**config.mk**
```make
export PLATFORM = sky130hd
export DESIGN_NAME = guest_reset_ce_ctrl
export DESIGN_NICKNAME = d
export VERILOG_FILES = /design/src/rtl/guest_ctrl_pkg.sv /design/src/rtl/ce_divider.sv /design/src/rtl/guest_reset_ce_ctrl.sv
export SDC_FILE = /design/constraint.sdc
export NUM_CORES = 1
export LEC_CHECK = 0
export BUFFER_PORTS_ARGS = -buffer_cell sky130_fd_sc_hd__buf_4
export CAP_MARGIN = 20
export CORE_UTILIZATION = 35
export CTS_CLUSTER_DIAMETER = 200
export DETAILED_ROUTE_END_ITERATION = 8
export GPL_ROUTABILITY_DRIVEN = 0
export PLACE_DENSITY = 0.67
export SYNTH_ARGS = -nofsm -noshare
export SYNTH_HDL_FRONTEND = slang
export SYNTH_SLANG_ARGS = --single-unit
export TNS_END_PERCENT = 5
```
**constraint.sdc**
```tcl
create_clock -name clk_sys -period 1.6 [get_ports clk_sys]
set_input_delay 0.08 -clock clk_sys [delete_from_list [all_inputs] [get_ports clk_sys]]
set_output_delay 0.08 -clock clk_sys [all_outputs]
set_load 0.1 [all_outputs]
```
**src/rtl/guest_ctrl_pkg.sv**
```systemverilog
// Shared types for the guest reset / clock-enable controller.
// The FSM state enum and the bit positions of rst_cause_o.
package guest_ctrl_pkg;

  typedef enum logic [1:0] {
    RUN     = 2'd0,
    HOLD    = 2'd1,
    STRETCH = 2'd2,
    ALIGN   = 2'd3
  } guest_state_e;

  localparam int CAUSE_W   = 4;
  localparam int CAUSE_BTN = 0;
  localparam int CAUSE_OSD = 1;
  localparam int CAUSE_CFG = 2;
  localparam int CAUSE_DL  = 3;

endpackage

```
**src/rtl/ce_divider.sv**
```systemverilog
// Free-running power-of-two divider producing NUM_CE registered
// single-cycle clock enables. ce_o[k] pulses once every 2^(CE_BASE+k)
// cycles, and all enables coincide when the divider wraps to zero.
module ce_divider #(
  parameter int NUM_CE  = 2,
  parameter int CE_BASE = 2
) (
  input  logic              clk_sys,
  input  logic              reset,
  output logic [NUM_CE-1:0] ce_o
);

  localparam int DW = CE_BASE + NUM_CE - 1;

  logic [DW-1:0] div;

  // Count up every cycle and flag when the low bits for each enable are all zero.
  always_ff @(posedge clk_sys) begin
    if (reset) begin
      div  <= '0;
      ce_o <= '0;
    end else begin
      div <= div + DW'(1);
      for (int k = 0; k < NUM_CE; k++) begin
        ce_o[k] <= ((div & DW'((1 << (CE_BASE + k)) - 1)) == '0);
      end
    end
  end

endmodule

```
**src/rtl/guest_reset_ce_ctrl.sv**
```systemverilog
// Guest clock-enable generator and reset sequencer.
// Reset sources (button, OSD reset bit, masked config change, ROM
// download) are merged, held while any is active, stretched for MIN_RST
// cycles and released on the cycle after a slowest-enable pulse.
// Optional feature macro: GUEST_RST_SYNC_EN adds a two-flop synchroniser
// on btn_reset_n_i (button-to-reset latency becomes 3 cycles).
// Handshake note: there is no valid/ready traffic here; every input is a
// level sampled on each clk_sys edge and every output is a registered level
// or single-cycle pulse.
module guest_reset_ce_ctrl
  import guest_ctrl_pkg::*;
#(
  parameter int                  NUM_CE   = 2,
  parameter int                  CE_BASE  = 2,
  parameter int                  STATUS_W = 32,
  parameter logic [STATUS_W-1:0] CFG_MASK = 32'h0000_001F,
  parameter int                  RST_BIT  = 17,
  parameter logic [7:0]          DL_INDEX = 8'd1,
  parameter int                  MIN_RST  = 16
) (
  input  logic                clk_sys,
  input  logic                reset,
  input  logic                btn_reset_n_i,
  input  logic [STATUS_W-1:0] status_i,
  input  logic                ioctl_download_i,
  input  logic [7:0]          ioctl_index_i,
  output logic [NUM_CE-1:0]   ce_o,
  output logic                guest_reset_o,
  output logic                por_o,
  output logic                cfg_changed_o,
  output logic [CAUSE_W-1:0]  rst_cause_o,
  output guest_state_e        dbg_state_o
);

  localparam int                CNT_W    = (MIN_RST > 1) ? $clog2(MIN_RST) : 1;
  localparam logic [CNT_W-1:0]  RST_LOAD = CNT_W'(MIN_RST - 1);

  guest_state_e         state;
  logic [CNT_W-1:0]     counter;
  logic [STATUS_W-1:0]  cfg_q;
  logic [STATUS_W-1:0]  cfg_masked;
  logic                 chg;
  logic                 btn_n;
  logic                 dl;
  logic [CAUSE_W-1:0]   src;
  logic                 any_src;

  ce_divider #(
    .NUM_CE  (NUM_CE),
    .CE_BASE (CE_BASE)
  ) u_ce_divider (
    .clk_sys (clk_sys),
    .reset   (reset),
    .ce_o    (ce_o)
  );

`ifdef GUEST_RST_SYNC_EN
  logic [1:0] btn_sync;

  // Bring the asynchronous button into clk_sys; idles released (high).
  always_ff @(posedge clk_sys) begin
    if (reset) begin
      btn_sync <= 2'b11;
    end else begin
      btn_sync <= {btn_sync[0], btn_reset_n_i};
    end
  end

  assign btn_n = btn_sync[1];
`else
  assign btn_n = btn_reset_n_i;
`endif

  assign cfg_masked = status_i & CFG_MASK;
  assign chg        = (cfg_masked != cfg_q);
  assign dl         = ioctl_download_i & (ioctl_index_i == DL_INDEX);

  // Collect the reset sources into cause-bit order.
  always_comb begin
    src            = '0;
    src[CAUSE_BTN] = ~btn_n;
    src[CAUSE_OSD] = status_i[RST_BIT];
    src[CAUSE_CFG] = chg;
    src[CAUSE_DL]  = dl;
  end

  assign any_src = |src;

  // Track the masked config; the reset load means a config present at reset is not a change.
  always_ff @(posedge clk_sys) begin
    if (reset) begin
      cfg_q         <= cfg_masked;
      cfg_changed_o <= 1'b0;
    end else begin
      cfg_q         <= cfg_masked;
      cfg_changed_o <= chg;
    end
  end

  // Reset sequencer: hold while sources are active, stretch, then release aligned to the slowest enable.
  always_ff @(posedge clk_sys) begin
    if (reset) begin
      state         <= STRETCH;
      counter       <= RST_LOAD;
      guest_reset_o <= 1'b1;
      por_o         <= 1'b1;
      rst_cause_o   <= '0;
    end else begin
      case (state)
        RUN: begin
          guest_reset_o <= 1'b0;
          if (any_src) begin
            rst_cause_o   <= src;
            guest_reset_o <= 1'b1;
            counter       <= RST_LOAD;
            state         <= HOLD;
          end
        end
        HOLD: begin
          guest_reset_o <= 1'b1;
          rst_cause_o   <= rst_cause_o | src;
          if (any_src) begin
            counter <= RST_LOAD;
          end else begin
            state <= STRETCH;
          end
        end
        STRETCH: begin
          if (any_src) begin
            rst_cause_o <= rst_cause_o | src;
            counter     <= RST_LOAD;
            state       <= HOLD;
          end else if (counter == '0) begin
            state <= ALIGN;
          end else begin
            counter <= counter - CNT_W'(1);
          end
        end
        ALIGN: begin
          if (any_src) begin
            rst_cause_o <= rst_cause_o | src;
            counter     <= RST_LOAD;
            state       <= HOLD;
          end else if (ce_o[NUM_CE-1]) begin
            guest_reset_o <= 1'b0;
            por_o         <= 1'b0;
            state         <= RUN;
          end
        end
        default: begin
          state <= STRETCH;
        end
      endcase
    end
  end

  assign dbg_state_o = state;

endmodule

```
After elaboration in Yosys (flattened, before gate mapping)
Cells that the tools add are included.

operators by class
  reductions and logical operators = 13
  bitwise logic cells = 4
  equality and inequality tests = 14
  mux-type cells = 18
  add/sub/neg operators = 2

operator list
  kind                                                                     number
  4-bit 2-to-1 mux                                                         5
  2-bit 2-to-1 mux                                                         6
  4-bit one-hot mux with 3 select lines                                    1
  8-bit by 1-bit equality test with 1-bit output, second input constant    1
  2-bit one-hot mux with 4 select lines                                    1
  4-bit one-hot mux with 2 select lines                                    1
  3-bit zero test                                                          2
  2-bit by 1-bit inequality test with 1-bit output, second input constant  3
  2-bit inequality test, second input constant                             3
  3-bit inequality test, second input constant                             2
  3-bit AND reduction                                                      2
  5-bit inequality test                                                    1
  2-bit equality test, second input constant                               2
  4-bit zero test                                                          1
  4-bit bitwise OR                                                         1
  2-bit AND reduction                                                      2
  4-bit AND reduction                                                      1
  4-bit OR reduction                                                       1
  4-bit by 1-bit subtractor with 4-bit output, second input constant       1
  3-bit by 1-bit adder with 3-bit output, second input constant            1
  1-bit 2-to-1 mux                                                         3
  3-bit by 2-bit inequality test with 1-bit output, second input constant  1
  1-bit one-hot mux with 3 select lines                                    1
  3-bit nonzero test                                                       1
  6 further kinds                                                          7

storage, ports and cells
  register bits after elaboration = 23
  input port bits = 44

Depth between registers and ports, before layout
  word-level depth = 5
  gate-level depth with buffers = 6

By module
Synthesis repeated with hierarchy kept, for this count alone.

unflattened totals
  cell total of the unflattened synthesis = 87
  area, all modules = 905.9 um^2

modules (own cells, without submodules)
  module               area each (um^2)  times used  cells each  sequential area each (um^2)
  guest_reset_ce_ctrl  730.7             1           72          360.3
  ce_divider           175.2             1           15          100.1

Least setup slack after synthesis
OpenSTA, ideal clock, no wires.

  kind = register to register
  start point = register state[1] (netlist: dbg_state_o[1])
  end point = register counter[1]
  path slack = -382 ps
  cell stages (with the launch flop) = 5
  required time = 1474 ps
  setup time = 126 ps
  arrival = 1855 ps
  cell sequence = dfxtp_1 -> nor2b_1 -> o21ai_0 -> mux2i_1 -> nand3b_1

between the ends
  word-level cells in the longest chain between the ends = 4

ends and longest elaborated chain
  item                                                        line                        RTL
  start, declared                                             guest_reset_ce_ctrl.sv:38   guest_state_e state;
  start signal, assigned                                      guest_reset_ce_ctrl.sv:103  state <= STRETCH;
  start signal, assigned                                      guest_reset_ce_ctrl.sv:116  state <= HOLD;
  start signal, assigned                                      guest_reset_ce_ctrl.sv:125  state <= STRETCH;
  2-bit equality test (tied with other cells)                 guest_reset_ce_ctrl.sv:109  case (state)
  3-bit OR reduction (no line)                                -
  2-bit by 1-bit inequality test with 1-bit output (no line)  -
  2-bit AND reduction (no line)                               -
  end signal, assigned                                        guest_reset_ce_ctrl.sv:136  counter <= counter - CNT_W'(1);
  end, declared                                               guest_reset_ce_ctrl.sv:39   logic [CNT_W-1:0] counter;

Several ways; a longest one is shown, not always the timed one.
A chain may end at the register's enable or synchronous reset.

Final worst setup path
  start point = register cfg_q[2]
  end point = register rst_cause_o[2]

between the ends
  word-level cells in the longest chain between the ends = 4

ends and longest elaborated chain
  item                                                                                 line                                                    RTL
  start, declared                                                                      guest_reset_ce_ctrl.sv:40                               logic [STATUS_W-1:0] cfg_q;
  start signal, assigned                                                               guest_reset_ce_ctrl.sv:92                               cfg_q <= cfg_masked;
  start signal, assigned                                                               guest_reset_ce_ctrl.sv:95                               cfg_q <= cfg_masked;
  5-bit inequality test *                                                              guest_reset_ce_ctrl.sv:75                               assign chg = (cfg_masked != cfg_q);
  4-bit bitwise OR / 4-bit OR reduction (equally long branches)                        -
  4-bit 2-to-1 mux (tied with other cells)                                             guest_reset_ce_ctrl.sv:129, guest_reset_ce_ctrl.sv:140
  4-bit one-hot mux with 3 select lines / 2-bit AND reduction (equally long branches)  -
  end signal, assigned                                                                 guest_reset_ce_ctrl.sv:121                              rst_cause_o <= rst_cause_o | src;
  end signal, assigned                                                                 guest_reset_ce_ctrl.sv:130                              rst_cause_o <= rst_cause_o | src;
  end signal, assigned                                                                 guest_reset_ce_ctrl.sv:141                              rst_cause_o <= rst_cause_o | src;
  end, declared                                                                        guest_reset_ce_ctrl.sv:31                               output logic [CAUSE_W-1:0] rst_cause_o,

Mark *: on every way between the ends. The rest lies on a longest branch, timed or not. The select of a mux whose other input is x is not followed.

==> metrics.yaml <==
outcome:
  outcome: "complete, no violations"
power:
  comb_power_share: 0.237
  power.density_nw_per_um2: 873
  seq_power_share: 0.536
  p_sw_uw: 353
  vdd_drop_max_mv: 0.505
  switching_share: 0.305
  p_leak_uw: 0.000590
  clkPwrFrac: 0.227
  internal-power_uw: 806
drt:
  ant_nets: 0
  drtIter0Drc: 10
  routedWlPerCell_um: 10.9
  dr.pass1.iters: 4
  vias: 810
  wl_mm: 1.79
  via_per_inst: 4.94
  drc_errors: 0
logic_synthesis:
  syn_inst: 93
  yosysSeqAreaShare: 0.500
  syn_avg_cell_area_um2: 9.90
  yosysWarnings: 0
  mappedNetlistArea_um2: 921
  syn-num-nets: 140
  ys_types: 29
  ys_ff_latch: 23
cells_and_area:
  antenna_cells: 0
  nNetsFinal: 182
  final_layout_size_suffix_gt1_frac: 0.381
  regArea_um2: 469
  layout_commonest_cell: "buf_4"
  area_growth_pct: 44.2
  nFillCells: 251
  multiInputGateArea_um2: 472
  final_cell_mix: "33 x buf_4, 16 x dfxtp_1, 8 x nor2_1"
clock_tree:
  path_clk_slew_ns: 0.12
  cts_buffers: 3
  cts_tree: "yes"
  htreeDepth: 1
  cts-root-buf: "clkbuf_4"
  cts.sinks: 23
  clkLatencyLatePin_ns: 0.31
  cts_buffer_depth: 2
hold_path:
  hold_path_class: "input pin to register"
  hp-start: "reset"
timing:
  hold_slack_ns: 0.0426
  fin_crit_ns: 1.55
  worst_slew_pin_slew_ns: 0.352
  fmax_mhz: 644
  finalMaxSlewViolations: 0
  finalClockSkew_ns: 0.00183
  fin_crit_sh: 0.970
  fin_ws_ns: 0.0481
  setup_viol: 0
  hold_viol_final: 0
  max-slew-margin-rel: 0.764
setup_path:
  arrival_ns: 1.78
  crit_family: "simple AND/OR/NAND/NOR gates"
  crit_required_ns: 1.83
  cp_cell_sequence: "xnor2_2 -> nand3_2 -> or4_4 -> a311oi_2"
  startpoint: "cfg_q[2]"
  cp_max_fo: 4
  crit_path_end_kind: "register"
  path_class: "register to register"
  max_stage_delay_ns: 0.56
  crit_buf_inv: 0
  rrSetupSlack_ns: 0.05
  slowest_stage: "or4_4"
  reg2reg_from: "cfg_q[2]"
  start_kind: "register"
die:
  die_y_um: 53.3
  die-area_um2: 2840
  start_util: 0.372
  fp.coreArea_um2: 2480
  io_pins: 55
  rows: 18
  die_x_um: 53.3
global_route:
  grt_pass1_vias: 760
  grt_pass1_wl_mm: 3.06
  grt_max_degree: 18
  grt-ovfl-total: 0
  track_usage: 0.147
  antenna_found_initial: 0
placement:
  pre_cts_ws_ns: 0.00477
  port_buffers: 28
  dp_hpwl_mm: 1.35
job:
  cap_violations: 0
-- worst reg2reg max path: cells and delay by family, from the launching register on --
family,cells,cell delay (ns)
AND/OR/NAND/NOR,2,0.67
flip-flops,1,0.35
XOR/XNOR,1,0.18
AO/OA/AOI/OAI,1,0.28
-- synth_stat cells --
library cell / number / area, um2
nand3_1: 2 / 10.0
nor2b_1: 5 / 31.3
and4b_1: 1 / 10.0
or4_4: 1 / 11.3
nor3_1: 4 / 20.0
and3_1: 3 / 18.8
a31o_2: 2 / 17.5
ha_1: 3 / 37.5
nand3b_1: 3 / 22.5
xnor2_1: 5 / 43.8
xor2_1: 2 / 17.5
a31oi_1: 1 / 6.26
nand4_1: 2 / 12.5
dfxtp_1: 23 / 460
a311oi_1: 3 / 26.3
o21ai_0: 1 / 5.00
inv_1: 4 / 15.0
nand2_1: 4 / 15.0
a21oi_1: 1 / 5.00
a211oi_1: 1 / 7.51
nand4b_1: 3 / 26.3
nor3b_1: 1 / 7.51
or2_1: 1 / 6.26
nor2_1: 8 / 30.0
nor4_1: 1 / 6.26
a21o_1: 2 / 15.0
nand2b_1: 3 / 18.8
clkbuf_1: 2 / 7.51
mux2i_1: 1 / 10.0
-- final timing paths --
kind	cells past startpoint	to
worst min register to register	1	u_ce_divider.ce_o[1]
worst min-delay path	2	dbg_state_o[0]
worst max register to register	4	rst_cause_o[2]
worst max-delay path	4	rst_cause_o[2]
-- state kept, by name (all words and copies together) (netlist names) --
signal,flops
cfg_changed_o,1
cfg_q,5
counter,4
dbg_state_o,2
guest_reset_o,1
por_o,1
rst_cause_o,4
u_ce_divider.ce_o,2
u_ce_divider.div,3
-- layer usage --
| metal | global-route usage | share of wire | up-vias | wire length (um) |
|---|---|---|---|---|
| met5 | 0 | 0 | - | 0 |
| met2 | 0.271 | 0.54 | 13 | 963 |
| met1 | 0.165 | 0.41 | 381 | 741 |
| met4 | 0.0526 | 0.0095 | 0 | 17 |
| li1 | - | - | 414 | - |
| met3 | 0.0259 | 0.037 | 2 | 66 |
-- stage by stage --
stage / instance area (um2) / cells / util / power (uW) / setup TNS (ns)
5_1_grt: 1330 / 164 / 0.536 / 1210 / -0.0217
2_1_floorplan: 925 / 93 / - / 799 / -0.0557
6_report: 1330 / 164 / 0.536 / 1160 / 0
3_5_place_dp: 1190 / 152 / 0.479 / 880 / 0
4_1_cts: 1290 / 163 / 0.520 / 1160 / 0
3_3_place_gp: 1190 / 152 / 0.479 / 876 / 0
-- power by group through the flow --
| stage | sequential [uW] | combinational [uW] | clock [uW] |
|---|---|---|---|
| 6_report | 621 | 275 | 263 |
| 5_1_grt | 625 | 295 | 295 |
| 4_1_cts | 620 | 264 | 276 |
| 3_5_place_dp | 633 | 248 | 0 |
| 3_3_place_gp | 631 | 245 | 0 |
| 2_1_floorplan | 739 | 59.6 | 0 |
-- cell type report --
type,instances,area share
Clock buffer,4,0.0198
Inverter,4,0.0113
Multi-Input combinational cell,64,0.355
Sequential cell,23,0.353
Tap cell,30,0.0283
Timing Repair Buffer,39,0.232
-- cell families (layout without fill, tap and decap cells) --
logic type                 after synthesis  count (layout)  synth area share
AOI/OAI and AO/OA                       11              11            0.0897
buffers and inverters                    6              47            0.0245
DFF                                     23              23             0.500
xor gates and xnor gates                 7               7            0.0666
adders and majority gates                3               3            0.0408
muxes                                    1               1            0.0109
and+or+nand+nor                         42              42             0.268
-- timing repair --
item	CTS	global route
pin swaps	2	5
hold endpoints to repair	6	0
endpoints found under the setup margin	1	4
hold buffers	6	0
gates resized for setup	1	8
setup buffers	1	1
Note: power is estimated with default switching activity, not from simulation.
